**config.mk**
```make
export PLATFORM = sky130hd
export DESIGN_NAME = btb_update_ctrl_flat
export DESIGN_NICKNAME = d
export VERILOG_FILES = /design/src/rtl/btb_update_ctrl_if.sv /design/src/rtl/btb_update_ctrl.sv /design/src/flat_wrapper.sv
export SDC_FILE = /design/constraint.sdc
export NUM_CORES = 1
export LEC_CHECK = 0
export CORE_MARGIN = 2
export CORE_UTILIZATION = 50
export DETAILED_ROUTE_END_ITERATION = 16
export PLACE_DENSITY = 0.74
export SYNTH_ARGS = -nofsm -noshare
export SYNTH_HDL_FRONTEND = slang
export SYNTH_SLANG_ARGS = --single-unit
```
**constraint.sdc**
```tcl
create_clock -name clk -period 4.4 [get_ports clk]
set_input_delay 0.88 -clock clk [delete_from_list [all_inputs] [get_ports clk]]
set_output_delay 0.88 -clock clk [all_outputs]
set_load 0.005 [all_outputs]
```
**src/rtl/btb_update_ctrl_if.sv**
```systemverilog
// Port bundle for btb_update_ctrl: execute-side update/flush requests and the BTB write port.
// The master modport is the requester side; the slave modport is the sequencer itself.
interface btb_update_ctrl_if #(
    parameter int unsigned S_INDEX = 5
) ();
    logic               upd_valid;
    logic               upd_taken;
    logic               upd_hit;
    logic [31:0]        upd_pc;
    logic [31:0]        upd_target;
    logic               flush_req;
    logic               btb_we;
    logic [S_INDEX-1:0] btb_index;
    logic [31:0]        btb_tag;
    logic [31:0]        btb_data;
    logic               btb_valid_wr;
    logic               flush_busy;
    logic               flush_done;
    logic               upd_dropped;

    modport master (
        output upd_valid, upd_taken, upd_hit, upd_pc, upd_target, flush_req,
        input  btb_we, btb_index, btb_tag, btb_data, btb_valid_wr,
        input  flush_busy, flush_done, upd_dropped
    );

    modport slave (
        input  upd_valid, upd_taken, upd_hit, upd_pc, upd_target, flush_req,
        output btb_we, btb_index, btb_tag, btb_data, btb_valid_wr,
        output flush_busy, flush_done, upd_dropped
    );
endinterface

```
**src/rtl/btb_update_ctrl.sv**
```systemverilog
// BTB write-port sequencer: queues resolved branches, drains one write per cycle, and runs
// full-table invalidation sweeps. Define BTB_EVICT_EN to enqueue invalidates on not-taken hits.
module btb_update_ctrl #(
    parameter int unsigned S_INDEX    = 5,
    parameter int unsigned S_BTB      = 2**S_INDEX,
    parameter int unsigned FIFO_DEPTH = 4
) (
    input logic              clk,
    input logic              rst,
    btb_update_ctrl_if.slave bus
);
    localparam int unsigned PTR_W = $clog2(FIFO_DEPTH);
    localparam int unsigned CNT_W = PTR_W + 1;
    localparam logic [CNT_W-1:0]   DEPTH_C  = CNT_W'(FIFO_DEPTH);
    localparam logic [S_INDEX-1:0] CNT_LAST = S_INDEX'(S_BTB - 1);

    localparam logic [0:0] StIdle  = 1'b0;
    localparam logic [0:0] StFlush = 1'b1;

    logic [0:0]         state_q, state_d;
    logic [S_INDEX-1:0] cnt_q, cnt_d;
    logic [PTR_W-1:0]   wr_ptr_q, wr_ptr_d, rd_ptr_q, rd_ptr_d;
    logic [CNT_W-1:0]   count_q, count_d;
    logic               dropped_q, dropped_d;

    logic [31:0]           pc_mem  [FIFO_DEPTH];
    logic [31:0]           tgt_mem [FIFO_DEPTH];
    logic [FIFO_DEPTH-1:0] vld_mem;

    logic        in_flush, last, pop, push, push_req, push_valid;
    logic [31:0] push_target;

`ifdef BTB_EVICT_EN
    always_comb begin
        push_req    = bus.upd_valid & (bus.upd_taken | bus.upd_hit);
        push_valid  = bus.upd_taken;
        push_target = bus.upd_taken ? bus.upd_target : 32'h0;
    end
`else
    logic unused_hit;
    assign unused_hit = bus.upd_hit;

    always_comb begin
        push_req    = bus.upd_valid & bus.upd_taken;
        push_valid  = 1'b1;
        push_target = bus.upd_target;
    end
`endif

    always_comb begin
        in_flush = (state_q == StFlush);
        last     = in_flush & (cnt_q == CNT_LAST);
        pop      = ~rst & ~in_flush & (count_q != '0);
        // A full FIFO still accepts when its head leaves in the same cycle.
        push      = ~rst & ~bus.flush_req & push_req & ((count_q != DEPTH_C) | pop);
        dropped_d = ~rst & ~bus.flush_req & push_req & (count_q == DEPTH_C) & ~pop;
    end

    always_comb begin
        state_d  = state_q;
        cnt_d    = cnt_q;
        wr_ptr_d = wr_ptr_q;
        rd_ptr_d = rd_ptr_q;
        count_d  = count_q;
        if (bus.flush_req) begin
            // Restart the sweep and discard everything queued, including this cycle's update.
            state_d  = StFlush;
            cnt_d    = '0;
            wr_ptr_d = '0;
            rd_ptr_d = '0;
            count_d  = '0;
        end else begin
            if (in_flush) begin
                if (last) begin
                    state_d = StIdle;
                    cnt_d   = '0;
                end else begin
                    cnt_d = cnt_q + S_INDEX'(1);
                end
            end
            if (push) wr_ptr_d = wr_ptr_q + PTR_W'(1);
            if (pop)  rd_ptr_d = rd_ptr_q + PTR_W'(1);
            count_d = count_q + CNT_W'(push) - CNT_W'(pop);
        end
    end

    always_ff @(posedge clk) begin
        if (rst) begin
            state_q   <= StFlush;
            cnt_q     <= '0;
            wr_ptr_q  <= '0;
            rd_ptr_q  <= '0;
            count_q   <= '0;
            dropped_q <= 1'b0;
        end else begin
            state_q   <= state_d;
            cnt_q     <= cnt_d;
            wr_ptr_q  <= wr_ptr_d;
            rd_ptr_q  <= rd_ptr_d;
            count_q   <= count_d;
            dropped_q <= dropped_d;
        end
    end

    always_ff @(posedge clk) begin
        if (push) begin
            pc_mem[wr_ptr_q]  <= bus.upd_pc;
            tgt_mem[wr_ptr_q] <= push_target;
            vld_mem[wr_ptr_q] <= push_valid;
        end
    end

    logic               we;
    logic [S_INDEX-1:0] index;
    logic [31:0]        tag, data;
    logic               valid_wr;

    always_comb begin
        we       = 1'b0;
        index    = '0;
        tag      = '0;
        data     = '0;
        valid_wr = 1'b0;
        if (!rst && in_flush) begin
            we    = 1'b1;
            index = cnt_q;
        end else if (pop) begin
            we       = 1'b1;
            index    = pc_mem[rd_ptr_q][S_INDEX+1:2];
            tag      = pc_mem[rd_ptr_q];
            data     = tgt_mem[rd_ptr_q];
            valid_wr = vld_mem[rd_ptr_q];
        end
    end

    assign bus.btb_we       = we;
    assign bus.btb_index    = index;
    assign bus.btb_tag      = tag;
    assign bus.btb_data     = data;
    assign bus.btb_valid_wr = valid_wr;
    assign bus.flush_busy   = rst | in_flush;
    // An aborted sweep never reports completion.
    assign bus.flush_done   = ~rst & last & ~bus.flush_req;
    assign bus.upd_dropped  = ~rst & dropped_q;
endmodule

```
**src/flat_wrapper.sv**
```systemverilog
// flat-port wrapper written by rule: the top's interface ports become plain ports
module btb_update_ctrl_flat 
#(
    parameter int unsigned S_INDEX    = 5,
    parameter int unsigned S_BTB      = 2**S_INDEX,
    parameter int unsigned FIFO_DEPTH = 4
)
  (clk, rst, bus_upd_valid, bus_upd_taken, bus_upd_hit, bus_upd_pc, bus_upd_target, bus_flush_req, bus_btb_we, bus_btb_index, bus_btb_tag, bus_btb_data, bus_btb_valid_wr, bus_flush_busy, bus_flush_done, bus_upd_dropped);
  btb_update_ctrl_if #(.S_INDEX(S_INDEX)) bus_i ();
  input logic clk;
  input logic rst;
  input wire logic [$bits(bus_i.upd_valid)-1:0] bus_upd_valid;
  input wire logic [$bits(bus_i.upd_taken)-1:0] bus_upd_taken;
  input wire logic [$bits(bus_i.upd_hit)-1:0] bus_upd_hit;
  input wire logic [$bits(bus_i.upd_pc)-1:0] bus_upd_pc;
  input wire logic [$bits(bus_i.upd_target)-1:0] bus_upd_target;
  input wire logic [$bits(bus_i.flush_req)-1:0] bus_flush_req;
  output wire logic [$bits(bus_i.btb_we)-1:0] bus_btb_we;
  output wire logic [$bits(bus_i.btb_index)-1:0] bus_btb_index;
  output wire logic [$bits(bus_i.btb_tag)-1:0] bus_btb_tag;
  output wire logic [$bits(bus_i.btb_data)-1:0] bus_btb_data;
  output wire logic [$bits(bus_i.btb_valid_wr)-1:0] bus_btb_valid_wr;
  output wire logic [$bits(bus_i.flush_busy)-1:0] bus_flush_busy;
  output wire logic [$bits(bus_i.flush_done)-1:0] bus_flush_done;
  output wire logic [$bits(bus_i.upd_dropped)-1:0] bus_upd_dropped;
  assign bus_i.upd_valid = bus_upd_valid;
  assign bus_i.upd_taken = bus_upd_taken;
  assign bus_i.upd_hit = bus_upd_hit;
  assign bus_i.upd_pc = bus_upd_pc;
  assign bus_i.upd_target = bus_upd_target;
  assign bus_i.flush_req = bus_flush_req;
  assign bus_btb_we = bus_i.btb_we;
  assign bus_btb_index = bus_i.btb_index;
  assign bus_btb_tag = bus_i.btb_tag;
  assign bus_btb_data = bus_i.btb_data;
  assign bus_btb_valid_wr = bus_i.btb_valid_wr;
  assign bus_flush_busy = bus_i.flush_busy;
  assign bus_flush_done = bus_i.flush_done;
  assign bus_upd_dropped = bus_i.upd_dropped;
  btb_update_ctrl #(.S_INDEX(S_INDEX), .S_BTB(S_BTB), .FIFO_DEPTH(FIFO_DEPTH)) u_core (.clk(clk), .rst(rst), .bus(bus_i));
endmodule
```
# Word-level counts from Yosys, hierarchy flattened
# Memory sizes are Yosys's and may differ from the RTL's. A register that Yosys moved wholly into a read port is not among the register bits.
# Index checks and enable logic that the tools add are counted.
# W data, S select, Z words.
[totals]
latchBits = 0
register_bits = 18
elab_cells = 67
memories = 2
rom_bits = 0
ramBits = 256
[mem_list]
columns = ["name", "words", "width", "read_ports", "rd_clocked_by_memory_dff", "wr", "line_no", "text"]
rows = [
  ["u_core.pc_mem", 4, 32, 1, 1, 1, "btb_update_ctrl.sv:26", "logic [31:0] pc_mem [FIFO_DEPTH];"],
  ["u_core.tgt_mem", 4, 32, 1, 1, 1, "btb_update_ctrl.sv:27", "logic [31:0] tgt_mem [FIFO_DEPTH];"],
]
[op_classes]
div = 0
eq_ne = 3
mux = 23
n_bitwise = 19
add_sub_neg = 5
reduce_logical = 5
n_mul = 0
n_lt_le_gt_ge = 3
shift = 0
[op_table]
columns = ["cell", "n"]
rows = [
  ["$mux W32", 4],
  ["$mux W5", 3],
  ["$and A1 B1 Y1", 12],
  ["$mux W1", 10],
  ["$mux W2", 4],
  ["$lt A2 B3 Y1 const B", 2],
  ["$add A5 B1 Y5 const B", 1],
  ["$eq A5 B5 Y1 const B", 1],
  ["$add A2 B1 Y2 const B", 2],
  ["$not A1 Y1", 4],
  ["$or A4 B4 Y4", 1],
  ["$add A3 B1 Y3", 1],
  ["$eq A3 B3 Y1 const B", 1],
  ["$ne A3 B3 Y1 const B", 1],
  ["$reduce_bool A3 Y1", 1],
  ["$sub A3 B1 Y3", 1],
  ["$bmux W1 S2", 1],
  ["$demux W1 S2", 1],
  ["$ge A2 B1 Y1 const B", 1],
  ["$logic_and A1 B1 Y1", 2],
  ["$or A1 B1 Y1", 2],
  ["$reduce_or A2 Y1", 1],
  ["$logic_not A1 Y1", 1],
]

# Longest topological paths before layout
[depth]
word_depth = 7
mapped_depth = 13
depth_no_buf = 11

# Worst setup path before layout
# Ideal clock, no wire load.
[synth_timing]
path_kind = "input-to-reg"
from = "input rst"
to = "memory u_core.pc_mem[0][0], enable pin"
setup_slack_ns = 0.879
arrival_ns = 3.092
n_path_buf = 1
t_required_ns = 3.971
path_stages = 4
cell_sequence = "nor4bb_1 o31a_1 buf_2 and2_1"
[synth_via]
elab_chain_cells = 7
[synth_lines]
columns = ["element", "line_no", "text"]
rows = [
  ["start: declaration", "flat_wrapper.sv:11", "input logic rst;"],
  ["$not A1 Y1 *", "btb_update_ctrl.sv:53, btb_update_ctrl.sv:55", ""],
  ["$and A1 B1 Y1 (2 in a row)", "btb_update_ctrl.sv:53", "pop = ~rst & ~in_flush & (count_q != '0);"],
  ["$or A1 B1 Y1", "btb_update_ctrl.sv:55", "push = ~rst & ~bus.flush_req & push_req & ((count_q != DEPTH_C) | pop);"],
  ["$and A1 B1 Y1 *", "btb_update_ctrl.sv:55", ""],
  ["$mux W1 *", "btb_update_ctrl.sv:106", "if (push) begin"],
  ["$mux W1 (implied by the code) *", "btb_update_ctrl.sv:107", "pc_mem[wr_ptr_q] <= bus.upd_pc;"],
  ["end: declaration", "btb_update_ctrl.sv:26", ""],
]
# Every way passes the cells marked *; elsewhere a longest branch is shown, timed or not.

# Final worst setup path
[layout_timing]
from = "register u_core.count_q[1]"
to = "output bus_btb_index[2]"
[layout_via]
elab_chain_cells = 4
[layout_lines]
columns = ["element", "line_no", "text"]
rows = [
  ["start: declaration", "btb_update_ctrl.sv:23", "logic [CNT_W-1:0] count_q, count_d;"],
  ["start signal: assignment", "btb_update_ctrl.sv:100", "count_q <= count_d;"],
  ["$reduce_bool A3 Y1", "btb_update_ctrl.sv:53", ""],
  ["$and A1 B1 Y1", "btb_update_ctrl.sv:53", ""],
  ["$mux W5", "btb_update_ctrl.sv:127", "end else if (pop) begin"],
  ["$mux W5", "btb_update_ctrl.sv:124", "if (!rst && in_flush) begin"],
  ["end: declaration", "flat_wrapper.sv:19", "output wire logic [$bits(bus_i.btb_index)-1:0] bus_btb_index;"],
]
# No other way between the ends.

==> impl_metrics.py <==
metrics = {
    "outcome": {
        "status": "completed",
    },
    "clocking": {
        "hold_buffers": 0,
        "htreeDepth": 1,
        "cts_setup_buffers": 0,
        "cts_tree": "built",
        "cts_resized": 0,
        "clockBufferDepth": 3,
        "clock_tree.root_cell": "clkbuf_16",
        "cts-buffers-inserted": 28,
        "clk_pin_slew_ps": 60,
        "clk_latency_ps": 520,
        "cts.sinks": 276,
    },
    "timing": {
        "slew_viol_final": 0,
        "hold_viol": 0,
        "period_minus_slack_ps": 3920,
        "setup_viol": 0,
        "slew_headroom_pct": 18.2,
        "fmax_mhz": 255,
        "tightest_slew_ps": 1230,
        "post-route-period-util_pct": 89.2,
        "fin_skew_ps": 15.5,
        "rsz0062_at_grt": "false",
        "tns_ps": 0,
    },
    "floorplanning": {
        "pin_count": 144,
        "start_util_pct": 51.1,
        "die_h_um": 151,
        "die_area_um2": 22700,
        "die_w_um": 151,
        "num_rows": 53,
        "core_area_um2": 21000,
    },
    "grt": {
        "grt_pass1_wl_um": 32500,
        "use_met1_pct": 24.1,
        "grt_use_met3_pct": 3.88,
        "grt_use_met2_pct": 33.1,
        "grt_pass1_vias": 5931,
        "grt_max_degree": 68,
        "grt_busiest_layer": "met2",
        "grt_usage_pct": 18.9,
        "grt_overflow_total": 0,
        "antenna_found_initial": 0,
    },
    "min_path": {
        "hold_depth": 2,
        "hold_path_class": "flip-flop to flip-flop",
        "hold_start": "u_core.rd_ptr_q[1]",
    },
    "placed_design": {
        "placed_cell_area_um2": 12500,
        "hpwl_um": 13000,
        "gp_congestion": 0.770,
        "dp_cells": 923,
        "port_buffers": 142,
    },
    "finish": {
        "num-fill-cells": 1406,
        "postLayoutCellArea_um2": 13400,
        "fin_cells": 973,
        "drive_gt1_share_pct": 18.1,
        "fin_util_pct": 63.9,
        "register_area_um2": 8140,
        "fin_nets": 757,
        "area_growth_pct": 25.1,
        "multiInputGateArea_um2": 2420,
        "diodes": 0,
    },
    "critical_path": {
        "startpoint_type": "flip-flop",
        "cpPeakStageDelay_ps": 1020,
        "crit_path_end_kind": "primary output",
        "worstPathRequired_ps": 3520,
        "worstPathCellList": "or3_2, and3_1, a21o_1, clkdlybuf4s50_1",
        "slowest_stage": "or3_2",
        "crit_type": "flip-flop to primary output",
        "arrival_ps": 3040,
        "r2r-end": "u_core.count_q[2]",
        "r2r_slack_ps": 1320,
        "r2r-start": "u_core.count_q[1]",
        "cp_max_fo": 67,
        "r2r_cells": 11,
    },
    "synthesis": {
        "synth_top_area_share_pct": 72.7,
        "ys_seq_area_share_pct": 75.7,
        "yosysUniqueCellTypes": 36,
        "syn_nets": 599,
        "avgSynthCellArea_um2": 20.7,
        "synth_area_um2": 10700,
        "synth_cells": 520,
        "synth_warnings": 0,
        "yosys-top-cells-area": "edfxtp_1 73%, mux4_2 12%, and3_1 3.9%, dfxtp_1 3.0%, mux4_1 1.5%",
        "yosys.area.top_type": "edfxtp_1",
        "synth-seq-cells": 276,
    },
    "power": {
        "powerDensity_nw_per_um2": 393,
        "max-vdd-ir-drop_mv": 0.282,
        "power.leakage_nw": 4.54,
        "power.total_w": 0.00529,
    },
    "drt": {
        "avgRoutedWirePerCell_um": 21.8,
        "drt_wl_total_um": 21200,
        "drt_iter0_drc": 325,
        "antenna_left": 0,
        "dr.pass1.iters": 5,
        "drc_errors": 0,
        "vias_per_cell": 5.62,
        "via_count": 5470,
    },
    "flow_run": {
        "cap_viol_max_count": 0,
    },
}
state kept, by name, indices dropped and copies added, names as in the netlist, named ones only:
name	flops
u_core.pc_mem	128
u_core.in_flush	1
u_core.cnt_q	5
u_core.wr_ptr_q	2
u_core.rd_ptr_q	2
u_core.count_q	3
u_core.dropped_q	1
u_core.tgt_mem	128
u_core.vld_mem	4
report_power, final:
part | total [W] | switching (W) | internal, W
registers | 0.00289 | 0.00000482 | 0.00288
logic | 0.000123 | 0.0000532 | 0.0000701
clock network | 0.00227 | 0.000908 | 0.00137
total | 0.00529 | 0.000966 | 0.00432
area by class of cell:
cell class | count | area share, %
Timing Repair Buffer | 159 | 12.0
Clock inverter | 16 | 1.09
Inverter | 10 | 0.279
Multi-Input combinational cell | 203 | 18.0
Tap cell | 275 | 2.56
Clock buffer | 34 | 5.54
Sequential cell | 276 | 60.5
how the worst max path moves through the flow:
stage	from	endpoint	slack (ps)
after global placement	rst	bus_btb_index[2]	690
after floorplan	rst	u_core.pc_mem[0][0]	880
after global routing	u_core.count_q[1]	bus_btb_index[2]	340
final	u_core.count_q[1]	bus_btb_index[2]	480
after detailed placement	rst	bus_btb_index[2]	660
after CTS	u_core.count_q[1]	bus_btb_index[2]	460
metrics by stage:
step	hold slack, ps	setup slack, ps
2_1_floorplan	458	879
3_3_place_gp	479	688
3_5_place_dp	491	659
4_1_cts	501	465
5_1_grt	547	344
6_report	509	477
Yosys cell counts:
cell and n:
and2_1 6, a21oi_1 7, fa_1 1, dfxtp_1 16, clkbuf_1 18, mux2i_1 3, a31oi_1 1, buf_1 1
nand2_1 6, o31a_1 1, ha_1 8, o31ai_1 1, nor2_4 1, inv_1 10, buf_6 1, or4_1 1
nor2b_1 1, nor3_1 2, edfxtp_1 260, xor2_1 1, nor4bb_1 2, a21o_1 5, and3_1 67, o21ai_0 3
mux4_2 59, buf_2 9, nor2_1 8, buf_12 2, or3_1 2, nand3_1 2, or2_2 5, mux4_1 6
nand3b_1 1, nand2b_1 1, mux2_2 1, and4_1 1
cell usage in the layout (no fill, tap or decap), types with 4 or more instances in the layout:
| cell type | synthesis | routed |
|---|---|---|
| edfxtp_1 | 260 | 260 |
| clkdlybuf4s50_1 | 0 | 142 |
| and3_1 | 67 | 67 |
| mux4_2 | 59 | 59 |
| clkbuf_16 | 0 | 29 |
| dfxtp_1 | 16 | 14 |
| buf_4 | 0 | 12 |
| inv_1 | 10 | 10 |
| clkinv_1 | 0 | 9 |
| nor2_1 | 8 | 8 |
| ha_1 | 8 | 8 |
| a21oi_1 | 7 | 7 |
| mux4_1 | 6 | 6 |
| nand2_1 | 6 | 6 |
| or2_2 | 5 | 5 |
| a21o_1 | 5 | 5 |
| clkbuf_1 | 18 | 5 |
| buf_12 | 2 | 5 |
| and2_4 | 0 | 4 |
routing by layer:
metal,vias to the layer above,share of wire [%]
met5,-,0
met4,0,2.1
met3,32,6.3
met2,168,51
met1,2819,40
li1,2451,-
cells by family (layout without fill, tap and decap cells):
kind of cell               after synthesis  in the layout  share of synthesized area, %
adders and majority gates                9              9                          1.12
and+or+nand+nor                        106            106                          5.96
xor gates and xnor gates                 1              1                        0.0816
buffers and inverters                   41            219                          1.91
AOI/OAI and AO/OA                       18             18                          1.03
DFF                                    276            276                          75.7
muxes                                   69             69                          14.2
worst max-delay path, delay by kind of cell (launching register included):
| kind | cells | cell delay (ps) |
|---|---|---|
| AOI/OAI and AO/OA | 1 | 160 |
| buffers and inverters | 1 | 480 |
| DFF | 1 | 360 |
| and+or+nand+nor | 2 | 1470 |
Power figures use the tool's default switching activity.
==> variant, RTL diff (config.mk and constraints unchanged) <==
Build with the macro `BTB_EVICT_EN` defined.
--- a/src/rtl/btb_update_ctrl.sv
+++ b/src/rtl/btb_update_ctrl.sv
@@ -1,5 +1,7 @@
 // BTB write-port sequencer: queues resolved branches, drains one write per cycle, and runs
 // full-table invalidation sweeps. Define BTB_EVICT_EN to enqueue invalidates on not-taken hits.
+`define BTB_EVICT_EN
+
 module btb_update_ctrl #(
     parameter int unsigned S_INDEX    = 5,
     parameter int unsigned S_BTB      = 2**S_INDEX,
Check against the original RTL: not equivalent (Yosys sat finds a counterexample within 10 cycles, from zero or initial values and one cycle with rst high).
==> variant against the unedited design <==
Critical path depth did not move. Core utilization fell by 1.2 points. Final area rose by 0.91%. Sequential cell count did not move. Wire length rose by 1.8%. Final cell count rose by 3.6%. Area after synthesis rose by 1.7%. Register-to-register slack improved by 0.05 ns. Power fell by 1.5%. Worst setup slack improved by 0.12 ns. Critical path type unchanged. Critical endpoint is now bus_btb_index[0]. Largest cell class unchanged. Highest routed layer unchanged.
==> variant: results (changes against the unedited design) <==
Clock Tree Buf Depth: 3 (unchanged)
Final RePlAce weighted congestion: 0.731 (was 0.770)
VDD IR max: 0.289 mV (was 0.282 mV)
Relative slew slack: 0.256 (was 0.182)
Critical Path Source: u_core.count_q[1] (unchanged)
Status: completed (unchanged)
EDFF count, synth: 260 (unchanged)
Critical Path Sink: bus_btb_index[0] (was bus_btb_index[2])
Met2 usage: 0.319 (was 0.331)
Nets@finish: 786 (was 757)
Final clock skew: 0.00943 ns (was 0.0155 ns)
Crit path max-delay family: simple AND/OR/NAND/NOR gates (unchanged)
DP HPWL: 13.1 mm (was 13.0 mm)
Number of global-route vias before repair: 5791 (was 5931)
Setup slack, reg-to-reg: 1.37 ns (was 1.32 ns)
Routed vias/inst: 5.53 (was 5.62)
P_sw: 0.980 mW (was 0.966 mW)
Largest stage delay on the critical path: 0.98 ns (was 1.02 ns)
Port Buf Inserts: 143 (was 142)
DR pass1 iterations: 4 (was 5)
Synth top cells by count: edfxtp_1 (260), and3_1 (68), mux4_2 (59), and2_1 (38), clkbuf_1 (21) (was edfxtp_1 (260), and3_1 (67), mux4_2 (59), clkbuf_1 (18), dfxtp_1 (16))
Clock group power: 2.15 mW (was 2.27 mW)
Hold slack: 0.506 ns (was 0.509 ns)
Antenna violations before repair: 1 (was 0)
Syn Nets: 631 (was 599)
Drt total wl: 21.5 mm (was 21.2 mm)
Fraction of layout cells with a size suffix above 1: 0.169 (was 0.181)
Iter 0 DRT Violations: 383 (was 325)
First-pass GRT wire length: 32.2 mm (was 32.5 mm)
Global Route met1 Usage: 0.258 (was 0.241)
Seq power: 2.90 mW (was 2.89 mW)
Post-synthesis cell type count: 35 (was 36)
Met3 Use GR: 0.0290 (was 0.0388)
Seq/Total Area, Yosys: 0.744 (was 0.757)
H-Tree Depth: 1 (unchanged)
Clock Latency Late Sink: 0.52 ns (about the same)
Arr. time, crit path: 2.93 ns (was 3.04 ns)
Combinational power: 0.154 mW (was 0.123 mW)
Tot GR Track Use: 0.186 (was 0.189)
Top cells by area, synth: edfxtp_1 (71%), mux4_2 (12%), and3_1 (3.9%) (was edfxtp_1 (73%), mux4_2 (12%), and3_1 (3.9%))
Pleak: 4.64 nW (was 4.54 nW)
R2r worst-path depth: 9 (was 11)
==> variant: cell count changes after synthesis, sizes merged, moves of 2 or more <==
cell | unedited run | this run
o21ai | 3 | 5
clkbuf | 18 | 21
nand2b | 1 | 3
inv | 10 | 8
or2 | 5 | 1
and2 | 6 | 38
==> variant: cells by family after synthesis <==
group / Yosys count / share of synthesized area
DFF: 276 / 0.744
and+or+nand+nor: 139 / 0.0764
muxes: 68 / 0.139
buffers and inverters: 41 / 0.0186
AOI/OAI and AO/OA: 20 / 0.0112
adders and majority gates: 8 / 0.00985
xor gates and xnor gates: 1 / 0.000802
==> variant: metal layers <==
layer | wire [µm] | share of wire | up-vias
met3 | 1150 | 0.053 | 18
met4 | 255 | 0.012 | 0
met2 | 11200 | 0.52 | 158
li1 | - | - | 2552
met5 | 0 | 0 | -
met1 | 8970 | 0.42 | 2847
==> variant: layout make-up <==
cell class	instances	area, µm²
Inverter	8	30.0
Tap cell	280	350
Multi-Input combinational cell	236	2610
Clock inverter	17	101
Fill cell	1514	8060
Timing Repair Buffer	158	1590
Sequential cell	276	8140
Clock buffer	33	741
==> variant: worst min-delay path by stage <==
stage                            to       startpoint
finish              u_core.cnt_q[4]  u_core.cnt_q[4]
global route        u_core.cnt_q[4]  u_core.cnt_q[4]
CTS                 u_core.cnt_q[4]  u_core.cnt_q[4]
detailed placement  u_core.cnt_q[4]  u_core.cnt_q[4]
global placement    u_core.cnt_q[4]  u_core.cnt_q[4]
floorplan           u_core.cnt_q[4]  u_core.cnt_q[4]
==> variant: per-stage QoR <==
step	area, µm²	setup WS (ns)	std cells	utilization
after global routing	13600	0.406	1008	0.627
final	13600	0.594	1008	0.627
after global placement	12700	0.647	958	0.588
after CTS	13600	0.524	1008	0.627
after floorplan	10900	0.784	553	-
after detailed placement	12700	0.586	958	0.588
